[src/rtl/wait_seq_pkg.sv]
// wait_seq_pkg
//   Shared definitions for the wait sequencer:
//   - State encoding (IDLE=00, COUNT=01, HOLD=10) as localparams, plus an
//     enum built on them.
//   - clamp1(): maps a zero delay to one, so the down-counter can never
//     underflow.
package wait_seq_pkg;

  localparam logic [1:0] ST_IDLE  = 2'b00;
  localparam logic [1:0] ST_COUNT = 2'b01;
  localparam logic [1:0] ST_HOLD  = 2'b10;

  typedef enum logic [1:0] {
    IDLE  = ST_IDLE,
    COUNT = ST_COUNT,
    HOLD  = ST_HOLD
  } state_t;

  // Width used by the helper; callers cast to and from their own CNT_W.
  localparam int MAX_W = 32;

  function automatic logic [MAX_W-1:0] clamp1(input logic [MAX_W-1:0] v);
    return (v == '0) ? MAX_W'(1) : v;
  endfunction

endpackage

[src/rtl/wait_sequencer_delay_counter.sv]
// delay_counter
//   CNT_W-bit down-counter. It has no reset of its own: the parent drives
//   `load` during reset, so the counter always starts from a defined value.
//   Ports:
//     clk      in   clock
//     load     in   load load_val (has priority over en)
//     load_val in   value to load
//     en       in   decrement by one
//     value    out  current count
//     is_one   out  value == 1 (final cycle of the count)
module delay_counter #(
  parameter int CNT_W = 8
) (
  input  logic             clk,
  input  logic             load,
  input  logic [CNT_W-1:0] load_val,
  input  logic             en,
  output logic [CNT_W-1:0] value,
  output logic             is_one
);

  always_ff @(posedge clk) begin
    if (load)
      value <= load_val;
    else if (en)
      value <= value - CNT_W'(1);
  end

  assign is_one = (value == CNT_W'(1));

endmodule

[src/rtl/wait_sequencer.sv]
// wait_sequencer
//   Counts a programmable delay, then raises `out` and holds it until `ack`.
//   After `ack` it either re-arms (cfg_auto=1) or returns to idle.
//   Ports:
//     clk, rst    clock and synchronous active-high reset
//     cfg_load    write cfg_delay into the delay register (IDLE only)
//     cfg_delay   delay in cycles (0 behaves as 1)
//     cfg_auto    re-arm select, sampled when leaving HOLD
//     start       IDLE -> COUNT
//     ack         acknowledges out (HOLD only)
//     abort       forces IDLE from COUNT/HOLD
//     out         high while in HOLD
//     busy        high while in COUNT
//     done_pulse  one-cycle pulse on the first cycle of HOLD
//     remaining   counter value in COUNT, else 0
//     err         sticky misuse flag; cleared by rst or an honoured cfg_load
module wait_sequencer
  import wait_seq_pkg::*;
#(
  parameter int CNT_W      = 8,
  parameter int DEF_DELAY  = 3,
  parameter int AUTO_START = 1
) (
  input  logic             clk,
  input  logic             rst,
  input  logic             cfg_load,
  input  logic [CNT_W-1:0] cfg_delay,
  input  logic             cfg_auto,
  input  logic             start,
  input  logic             ack,
  input  logic             abort,
  output logic             out,
  output logic             busy,
  output logic             done_pulse,
  output logic [CNT_W-1:0] remaining,
  output logic             err
);

  localparam logic [CNT_W-1:0] DEF_CLAMP = CNT_W'(clamp1(MAX_W'(DEF_DELAY)));

  state_t           state;
  logic [CNT_W-1:0] delay_reg;
  logic [CNT_W-1:0] new_delay;
  logic             in_idle, in_count, in_hold;
  logic             ld_ok, go_start, rearm, err_set;
  logic             cnt_load;
  logic [CNT_W-1:0] cnt_val;
  logic [CNT_W-1:0] cnt_value;
  logic             cnt_is_one;

  assign in_idle  = (state == IDLE);
  assign in_count = (state == COUNT);
  assign in_hold  = (state == HOLD);

  assign new_delay = CNT_W'(clamp1(MAX_W'(cfg_delay)));
  assign ld_ok     = in_idle & cfg_load;
  assign go_start  = in_idle & start;
  assign rearm     = in_hold & ack & cfg_auto & ~abort;
  assign err_set   = (ack & ~in_hold) | ((cfg_load | start) & ~in_idle);

  // The counter is also loaded during reset so that AUTO_START begins a
  // full count. A same-cycle load+start takes the new value directly,
  // bypassing the delay register, which only updates on the next edge.
  assign cnt_load = rst | go_start | rearm;
  always_comb begin
    cnt_val = delay_reg;
    if (rst)
      cnt_val = DEF_CLAMP;
    else if (go_start && cfg_load)
      cnt_val = new_delay;
  end

  delay_counter #(.CNT_W(CNT_W)) u_cnt (
    .clk      (clk),
    .load     (cnt_load),
    .load_val (cnt_val),
    .en       (in_count),
    .value    (cnt_value),
    .is_one   (cnt_is_one)
  );

  always_ff @(posedge clk) begin
    if (rst) begin
      state      <= (AUTO_START != 0) ? COUNT : IDLE;
      delay_reg  <= DEF_CLAMP;
      err        <= 1'b0;
      done_pulse <= 1'b0;
    end else begin
      done_pulse <= 1'b0;
      if (ld_ok)
        delay_reg <= new_delay;
      // A fresh misuse in the same cycle as a clearing load still sets err.
      if (err_set)
        err <= 1'b1;
      else if (ld_ok)
        err <= 1'b0;
      // abort only matters outside IDLE; in IDLE normal inputs still act.
      if (abort && !in_idle) begin
        state <= IDLE;
      end else begin
        case (state)
          IDLE:  if (start) state <= COUNT;
          COUNT: if (cnt_is_one) begin
                   state      <= HOLD;
                   done_pulse <= 1'b1;
                 end
          HOLD:  if (ack) state <= cfg_auto ? COUNT : IDLE;
          default: state <= IDLE;
        endcase
      end
    end
  end

  assign out       = in_hold;
  assign busy      = in_count;
  assign remaining = in_count ? cnt_value : '0;

endmodule
[config.mk]
export PLATFORM = sky130hd
export DESIGN_NAME = wait_sequencer
export DESIGN_NICKNAME = d
export VERILOG_FILES = /design/src/rtl/wait_seq_pkg.sv /design/src/rtl/wait_sequencer_delay_counter.sv /design/src/rtl/wait_sequencer.sv
export SDC_FILE = /design/constraint.sdc
export NUM_CORES = 1
export LEC_CHECK = 0
export BUFFER_PORTS_ARGS = -buffer_cell sky130_fd_sc_hd__clkbuf_2
export CORE_MARGIN = 4
export CORE_UTILIZATION = 50
export DETAILED_ROUTE_END_ITERATION = 12
export PLACE_DENSITY = 0.74
export SLEW_MARGIN = 20
export SYNTH_ARGS = -nofsm -noshare
export SYNTH_HDL_FRONTEND = slang
export SYNTH_HIERARCHICAL = 1
export SYNTH_SLANG_ARGS = --single-unit
[constraint.sdc]
create_clock -name clk -period 5.1 [get_ports clk]
set_clock_uncertainty 0.1 [all_clocks]
set_input_delay 0.765 -clock clk [delete_from_list [all_inputs] [get_ports clk]]
set_output_delay 0.765 -clock clk [all_outputs]
set_load 0.05 [all_outputs]
==> results.json, run 1 <==
{
  "nets": 177,
  "antenna_found_initial": 0,
  "grt_max_degree": 23,
  "period_share_pct": 52.92,
  "final.setup.tns_ns": 0,
  "dr.pass1.iters": 4,
  "n_antenna_cell": 0,
  "synth_top_area_share_pct": 19.49,
  "fp-row-count": 17,
  "endpoint": "remaining[3]",
  "cts-buffers-inserted": 3,
  "rsz0062_at_grt": "false",
  "synth-seq-area-share_pct": 38.98,
  "grt_pass1_wl_mm": 4.091,
  "wl_per_cell_um": 13.05,
  "synth_xor_area_share_pct": 2.132,
  "die_x_um": 57.65,
  "hp-class": "flop to flop",
  "finalSetupViolCount": 0,
  "place_ws_ns": 2.729,
  "synth_fa_ha_area_share_pct": 2.030,
  "cp-end-kind": "primary output",
  "syn_to_final_growth_pct": 11.07,
  "finalHoldViolations": 0,
  "synth_seq_cells": 20,
  "grtUsageTotal_pct": 15.35,
  "drc": 0,
  "r2r-end": "u_cnt/value[7]",
  "startpoint_type": "flop",
  "clk_pin_slew_ns": 0.10,
  "whs_ns": 0.4037,
  "synth-edff-count": 8,
  "syn_inst": 138,
  "start_util_pct": 54.15,
  "clock_latency_ns": 0.29,
  "numClockSinks": 20,
  "p_leak_nw": 0.5624,
  "first_iter_violations": 26,
  "synth_top_family_by_area": "simple AND/OR/NAND/NOR gates",
  "cts.path.max_buffers": 2,
  "critPathKind": "flop to primary output",
  "drt_wl_total_mm": 2.441,
  "io_buffers": 26,
  "place.gp.congestion": 0.8389,
  "vias": 1027,
  "root_buffer": "clkbuf_4",
  "path_max_fanout": 12,
  "io_pins": 27,
  "fill_cells": 213,
  "r2r_cells": 4,
  "vias_per_cell": 5.492,
  "yosysTopAreaCell": "dfxtp_1",
  "synth_fp_nets": 155,
  "die-area_sq_um": 3323,
  "cts_tree": "done",
  "synthMuxAreaShare_pct": 9.746,
  "reg2reg_from": "state[1]",
  "setup.worst_path.start": "state[0]",
  "yosys.area_share.simple_pct": 29.64,
  "core-area_sq_um": 2276,
  "setup_slack_ns": 2.401,
  "synth_compound_area_share_pct": 10.86,
  "ys_top_cells_by_area": "dfxtp_1 (19%), edfxtp_1 (19%), mux2i_1 (9.7%)",
  "syn_avg_cell_area_sq_um": 8.931,
  "htree_num_levels": 1,
  "worstMarginPinSlew_ns": 0.7980,
  "cp.required_ns": 4.24,
  "drive_above_1_share_pct": 23.27,
  "status": "finished, final reports clean",
  "grt-ovfl-total": 0,
  "fin_crit_ns": 2.699,
  "synth_area_sq_um": 1232,
  "final_max_slew_viol_count": 0,
  "grt_pass1_vias": 937,
  "postRouteAntennaNets": 0,
  "hpwl_mm": 1.927,
  "async_flop_share_pct": 0,
  "ir_drop_mv": 0.2593,
  "post_cts.repair.setup_buffers": 0,
  "power_density_nw_per_um2": 376.9,
  "slew_headroom_pct": 46.57,
  "die_y_um": 57.65,
  "arrival_ns": 1.83,
  "ctsResizeCount": 0,
  "drv_cap": 0,
  "yosys_warnings": 6,
  "max_freq_mhz": 370.5,
  "ctsHoldBuffers": 0,
  "synth_cell_types": 39,
  "ys.flop_type": "dfxtp_1",
  "r2r_slack_ns": 3.12
}
==> cells in the mapped netlist, types with 3 or more instances <==
library cell  instances
nand2_1              10
dfxtp_1              12
nor2_1               19
and2_1                8
o21ai_0               5
clkbuf_1              4
mux2i_1              12
inv_1                 7
nor3_1                5
a211o_1               4
edfxtp_1              8
xnor2_1               3
nand3_1               6
==> metal layers <==
metal / global-route usage (%) / up-vias / share of wire (%)
met5: 0 / - / 0
met4: 5.960 / 0 / 0.70
met3: 2.227 / 2 / 5.4
met2: 26.45 / 25 / 49
met1: 19.25 / 473 / 45
li1: - / 527 / -
==> worst min path at each step <==
| stage | from | to | depth (start not counted) |
|---|---|---|---|
| 3_5_place_dp | delay_reg[4] | delay_reg[4] | 2 |
| 6_report | delay_reg[4] | delay_reg[4] | 2 |
| 5_1_grt | delay_reg[2] | delay_reg[2] | 2 |
| 4_1_cts | delay_reg[4] | delay_reg[4] | 2 |
| 2_1_floorplan | delay_reg[2] | delay_reg[2] | 2 |
| 3_3_place_gp | delay_reg[3] | delay_reg[3] | 2 |
==> power breakdown <==
group / internal (mW) / leakage (nW) / switching (mW) / total (mW)
combinational: 0.0700 / 0.361 / 0.139 / 0.209
clock: 0.0304 / 0.0150 / 0.0442 / 0.0746
sequential: 0.198 / 0.187 / 0.0344 / 0.232
==> stage by stage <==
step	std cells	power [mW]	util (%)	cell area [sq um]
after global placement	183	0.4403	58.99	1343
final	187	0.5158	60.14	1369
after detailed placement	183	0.4457	58.99	1343
after CTS	187	0.5218	60.14	1369
after global routing	187	0.5464	60.14	1369
after floorplan	138	0.3983	-	1232
==> cells by family after synthesis <==
group | Yosys count
adder cells (fa/ha/maj) | 2
AO/OA/AOI/OAI | 19
flip-flops | 20
XOR/XNOR | 3
AND/OR/NAND/NOR | 66
buffers and inverters | 16
multiplexers | 12
==> layout make-up <==
class | count | area [sq um] | area share, %
Sequential cell | 20 | 480.5 | 35.10
Timing Repair Buffer | 26 | 130.1 | 9.506
Inverter | 7 | 26.28 | 1.920
Multi-Input combinational cell | 102 | 670.6 | 48.99
Clock buffer | 4 | 26.28 | 1.920
Tap cell | 28 | 35.03 | 2.559
==> worst max-delay path, stage by stage (launching register included) <==
cell	delay [ns]
dfxtp_1	0.51
nor2b_1	0.55
and2_1	0.21
clkbuf_2	0.27
==> layout by cell type (no fill, tap or decap), types with 3 or more instances in the layout <==
| cell | instances |
|---|---|
| xnor2_1 | 3 |
| clkbuf_4 | 3 |
| mux2i_1 | 12 |
| nand2_1 | 10 |
| nand3_1 | 6 |
| clkbuf_2 | 26 |
| nor3_1 | 5 |
| and2_1 | 8 |
| a211o_1 | 4 |
| inv_1 | 7 |
| nor2_1 | 19 |
| edfxtp_1 | 8 |
| o21ai_0 | 5 |
| dfxtp_1 | 12 |
No activity file was read; power rests on OpenSTA's default activity.
==> run 2, diff against run 1 <==
clock period = 2.85 ns   (was 5.1 ns; I/O delays follow)
==> run 2 against run 1 <==
Core utilization unchanged; power up 79%; largest cell class unchanged; register-to-register slack got worse by 2.2 ns; first-iteration DRC count increased by 3.8%; sequential cell count stayed put; sequential power rose by 79%.
==> results.json, run 2 (synthesis results as in run 1) <==
{
  "status": "finished, final reports clean",
  "grtUsageTotal_pct": 15.81,
  "ir_drop_mv": 0.3956,
  "postRouteAntennaNets": 0,
  "dr.pass1.iters": 4,
  "power_frac_comb_pct": 40.5,
  "endpoint": "remaining[3]",
  "clock_latency_ns": 0.29,
  "fill_cells": 205,
  "wl_per_cell_um": 13.17,
  "period_share_pct": 82.63,
  "p_switching_uw": 391.2,
  "grt-ovfl-total": 0,
  "place_area_sq_um": 1343,
  "power.internal_uw": 533.9,
  "drt_wl_total_mm": 2.462,
  "max_freq_mhz": 424.6,
  "final_common_cell": "clkbuf_2",
  "cts-buffers-inserted": 3,
  "pwr-share-clk_pct": 14.5,
  "layout.cells.non_filler": 187,
  "seq_power_share_pct": 44.9,
  "rsz0062_at_grt": "false",
  "grt_pass1_wl_mm": 4.140,
  "die_x_um": 57.65,
  "die-area_sq_um": 3323,
  "place_inst": 183,
  "first_iter_violations": 27,
  "core-area_sq_um": 2276,
  "slew_headroom_pct": 46.50,
  "path_max_fanout": 12,
  "post_cts.repair.setup_buffers": 0,
  "die_y_um": 57.65,
  "n_antenna_cell": 0,
  "vias": 1007,
  "grt_pass1_vias": 943,
  "cp-end-kind": "primary output",
  "reg2reg_from": "state[1]",
  "start_util_pct": 54.15,
  "finalSetupViolCount": 0,
  "fp-row-count": 17,
  "drive_above_1_share_pct": 23.27,
  "ctsResizeCount": 0,
  "antenna_found_initial": 0,
  "htree_num_levels": 1,
  "numClockSinks": 20,
  "clk_pin_slew_ns": 0.11,
  "hp-class": "input port to flop",
  "power_uw": 925.1,
  "multi_input_area_sq_um": 670.6,
  "io_buffers": 26,
  "grt_max_degree": 23,
  "final.setup.tns_ns": 0,
  "worstMarginPinSlew_ns": 0.7990,
  "place.gp.congestion": 0.8390,
  "cts_tree": "done",
  "startpoint_type": "flop",
  "r2r-end": "u_cnt/value[7]",
  "nets": 177,
  "power_density_nw_per_um2": 675.9,
  "drc": 0,
  "r2r_slack_ns": 0.90,
  "final_max_slew_viol_count": 0,
  "root_buffer": "clkbuf_4",
  "ctsHoldBuffers": 0,
  "cts.path.max_buffers": 2,
  "p_leak_nw": 0.5624,
  "r2r_cells": 4,
  "vias_per_cell": 5.385,
  "io_pins": 27,
  "fin_crit_ns": 2.355,
  "hpwl_mm": 1.931,
  "arrival_ns": 1.83,
  "syn_to_final_growth_pct": 11.07,
  "critPathKind": "flop to primary output",
  "design_area_sq_um": 1369,
  "finalHoldViolations": 0,
  "cp.required_ns": 2.32,
  "final_cell_mix": "clkbuf_2 (26), nor2_1 (19), mux2i_1 (12), dfxtp_1 (12), nand2_1 (10)",
  "drv_cap": 0,
  "setup.worst_path.start": "state[0]",
  "p_sw_share_pct": 42.28,
  "register_area_sq_um": 480.5
}
run 2: metal layers:
metal / part of all wire [%] / vias to the layer above / global-route usage, %
met5: 0 / - / 0
met4: 0.57 / 0 / 7.616
met3: 4.8 / 2 / 2.227
met2: 48 / 26 / 25.48
met1: 47 / 450 / 20.75
li1: - / 529 / -
run 2: power by group through the flow:
| stage | logic [mW] | clock network, mW | registers (mW) |
|---|---|---|---|
| after floorplan | 0.306 | 0 | 0.407 |
| after global placement | 0.368 | 0 | 0.420 |
| after detailed placement | 0.376 | 0 | 0.423 |
| after CTS | 0.377 | 0.140 | 0.416 |
| after global routing | 0.404 | 0.156 | 0.425 |
| final | 0.375 | 0.135 | 0.416 |
run 2: worst min-delay path by stage:
stage	startpoint	end	slack [ns]	cells after the start
finish	abort	state[1]	0.24	2
global route	abort	state[1]	0.25	2
CTS	abort	state[1]	0.23	2
detailed placement	delay_reg[5]	delay_reg[5]	0.39	2
global placement	delay_reg[3]	delay_reg[3]	0.38	2
floorplan	delay_reg[2]	delay_reg[2]	0.36	2
run 2: per-stage QoR:
stage	utilization, %	worst slack [ns]	hold WS, ns
2_1_floorplan	-	0.9220	0.3596
5_1_grt	60.14	0.3030	0.2510
4_1_cts	60.14	0.4623	0.2332
3_3_place_gp	58.99	0.8667	0.3787
6_report	60.14	0.4950	0.2419
3_5_place_dp	58.99	0.8020	0.3914
run 2: area by class of cell:
| cell class | instances | area share (%) |
|---|---|---|
| clock buffer | 4 | 1.920 |
| timing repair buffer | 26 | 9.506 |
| inverter | 7 | 1.920 |
| tap | 28 | 2.559 |
| sequential | 20 | 35.10 |
| multi-input combinational | 102 | 48.99 |
run 2: worst max-delay path, stage by stage, from the launching register on:
cell,delay (ns)
dfxtp_1,0.51
nor2b_1,0.54
and2_1,0.21
clkbuf_2,0.27
==> run 3, diff against run 2 <==
clock period = 2.4 ns   (was 2.85 ns; I/O delays follow)
==> run 3 against run 2 <==
Critical path depth unchanged; sequential share of layout area decreased by 0.44 points; via count increased by 1.1%; register-to-register slack got worse by 0.51 ns; critical path type unchanged.
==> results.json, run 3 (synthesis results as in run 1) <==
{
  "p_leak_nw": 0.5742,
  "arrival_ns": 1.67,
  "die-area_sq_um": 3323,
  "die_y_um": 57.65,
  "start_util_pct": 54.15,
  "drc": 0,
  "die_x_um": 57.65,
  "setup_slack_ns": 0.2724,
  "io_buffers": 26,
  "final_cell_mix": "clkbuf_2 (26), nor2_1 (19), mux2i_1 (12), dfxtp_1 (12), nand2_1 (10)",
  "grt_pass1_wl_mm": 4.291,
  "hold_depth": 2,
  "place_area_sq_um": 1358,
  "design_area_sq_um": 1386,
  "place.gp.congestion": 0.8140,
  "drv_cap": 0,
  "met1_usage_pct": 22.44,
  "path_max_fanout": 12,
  "grt-ovfl-total": 0,
  "setup.worst_path.start": "state[0]",
  "io_pins": 27,
  "root_buffer": "clkbuf_4",
  "r2r_slack_ns": 0.39,
  "final.setup.tns_ns": 0,
  "n_antenna_cell": 0,
  "ir_drop_mv": 0.5151,
  "numClockSinks": 20,
  "cp_top_family": "simple AND/OR/NAND/NOR gates",
  "hpwl_mm": 1.901,
  "r2r_cells": 4,
  "critPathKind": "flop to primary output",
  "pwr-share-clk_pct": 14.7,
  "layout.cells.non_filler": 189,
  "reg2reg_from": "state[1]",
  "rsz0062_at_grt": "false",
  "crit_slowest_cell": "dfxtp_1",
  "nets": 179,
  "vias_per_cell": 5.386,
  "dr.pass1.iters": 4,
  "slew_headroom_pct": 66.85,
  "htree_num_levels": 1,
  "vias": 1018,
  "wl_per_cell_um": 13.10,
  "path_buf_inv": 1,
  "grtUsageTotal_pct": 16.00,
  "fin_crit_ns": 2.128,
  "grt_pass1_vias": 982,
  "max_freq_mhz": 470.0,
  "final_max_slew_viol_count": 0,
  "grtUsageMet3_pct": 2.004,
  "cts_tree": "done",
  "drt_wl_total_mm": 2.475,
  "startpoint_type": "flop",
  "hp-start": "abort",
  "final_common_cell": "clkbuf_2",
  "status": "finished, final reports clean",
  "seq_power_share_pct": 44.6,
  "antenna_found_initial": 0,
  "cts-buffers-inserted": 3,
  "cp-end-kind": "primary output",
  "postRouteAntennaNets": 0,
  "finalHoldViolations": 0,
  "clock_latency_ns": 0.29,
  "fp-row-count": 17,
  "core-area_sq_um": 2276,
  "slowest_delay_ns": 0.51,
  "worstMarginPinSlew_ns": 0.4973,
  "period_share_pct": 88.65,
  "grt_max_degree": 22,
  "p_switching_uw": 468.4,
  "post_cts.repair.setup_buffers": 0,
  "p_sw_share_pct": 42.34,
  "first_iter_violations": 21,
  "syn_to_final_growth_pct": 12.49,
  "place_inst": 185,
  "place_ws_ns": 0.4181,
  "r2r-end": "u_cnt/value[7]",
  "worstPathCellList": "nor2b_2, and2_1, clkbuf_2",
  "clk_pin_slew_ns": 0.11,
  "finalSetupViolCount": 0,
  "power.internal_uw": 637.8,
  "met2_usage_pct": 25.65,
  "cp.required_ns": 1.94,
  "final_core_util_pct": 60.91,
  "power_frac_comb_pct": 40.6,
  "hp-class": "input port to flop",
  "power_density_nw_per_um2": 797.9,
  "cts.path.max_buffers": 2,
  "grt_busiest_layer": "met2",
  "drive_above_1_share_pct": 24.84,
  "min_to": "state[1]"
}
[run 3: cell count changes in the layout (fill, tap and decap cells not counted), sizes merged]
| cell | before | now |
|---|---|---|
| buf | 0 | 2 |
[run 3: worst register-to-register path, stage by stage, from the launching register on]
cell      delay [ns]
dfxtp_1         0.54
nand2b_1        0.18
a21oi_1         0.06
or2_2           0.43
or2_2           0.44
[run 3: area by class of cell]
type	count	area [sq um]
timing repair buffer	28	145.1
clock buffer	4	26.28
tap	28	35.03
fill	212	889.6
sequential	20	480.5
inverter	7	26.28
multi-input combinational	102	673.1
[run 3: stage by stage]
| stage | hold slack [ns] | total power [mW] |
|---|---|---|
| floorplan | 0.3368 | 0.8463 |
| global placement | 0.3733 | 0.9347 |
| detailed placement | 0.3899 | 0.9517 |
| CTS | 0.1655 | 1.114 |
| global route | 0.1780 | 1.176 |
| finish | 0.1790 | 1.106 |
[run 3: how the worst max path moves through the flow]
stage / to / slack, ns / cells past startpoint
final: remaining[2] / 0.27 / 3
after global routing: remaining[1] / 0.11 / 3
after global placement: remaining[0] / 0.48 / 3
after floorplan: remaining[0] / 0.54 / 4
after CTS: remaining[2] / 0.06 / 3
after detailed placement: remaining[2] / 0.42 / 3
[run 3: routing by layer]
| metal | up-vias | share of wire (%) | routed length, um |
|---|---|---|---|
| met5 | - | 0 | 0 |
| met3 | 2 | 4.6 | 114 |
| met4 | 0 | 0.69 | 17 |
| met1 | 461 | 48 | 1197 |
| li1 | 528 | - | - |
| met2 | 27 | 46 | 1145 |
[run 3: timing repair]
item                                    in CTS  in global routing
endpoints found under the hold margin        0                  0
resized for setup                            0                  1
hold buffers                                 0                  0
endpoints found under the setup margin       0                  8
[run 3: power groups by stage]
stage,clock network (mW),registers (mW),logic (mW)
after floorplan,0,0.483,0.363
after global placement,0,0.497,0.437
after detailed placement,0,0.502,0.450
after CTS,0.169,0.494,0.451
after global routing,0.181,0.507,0.488
final,0.163,0.494,0.449
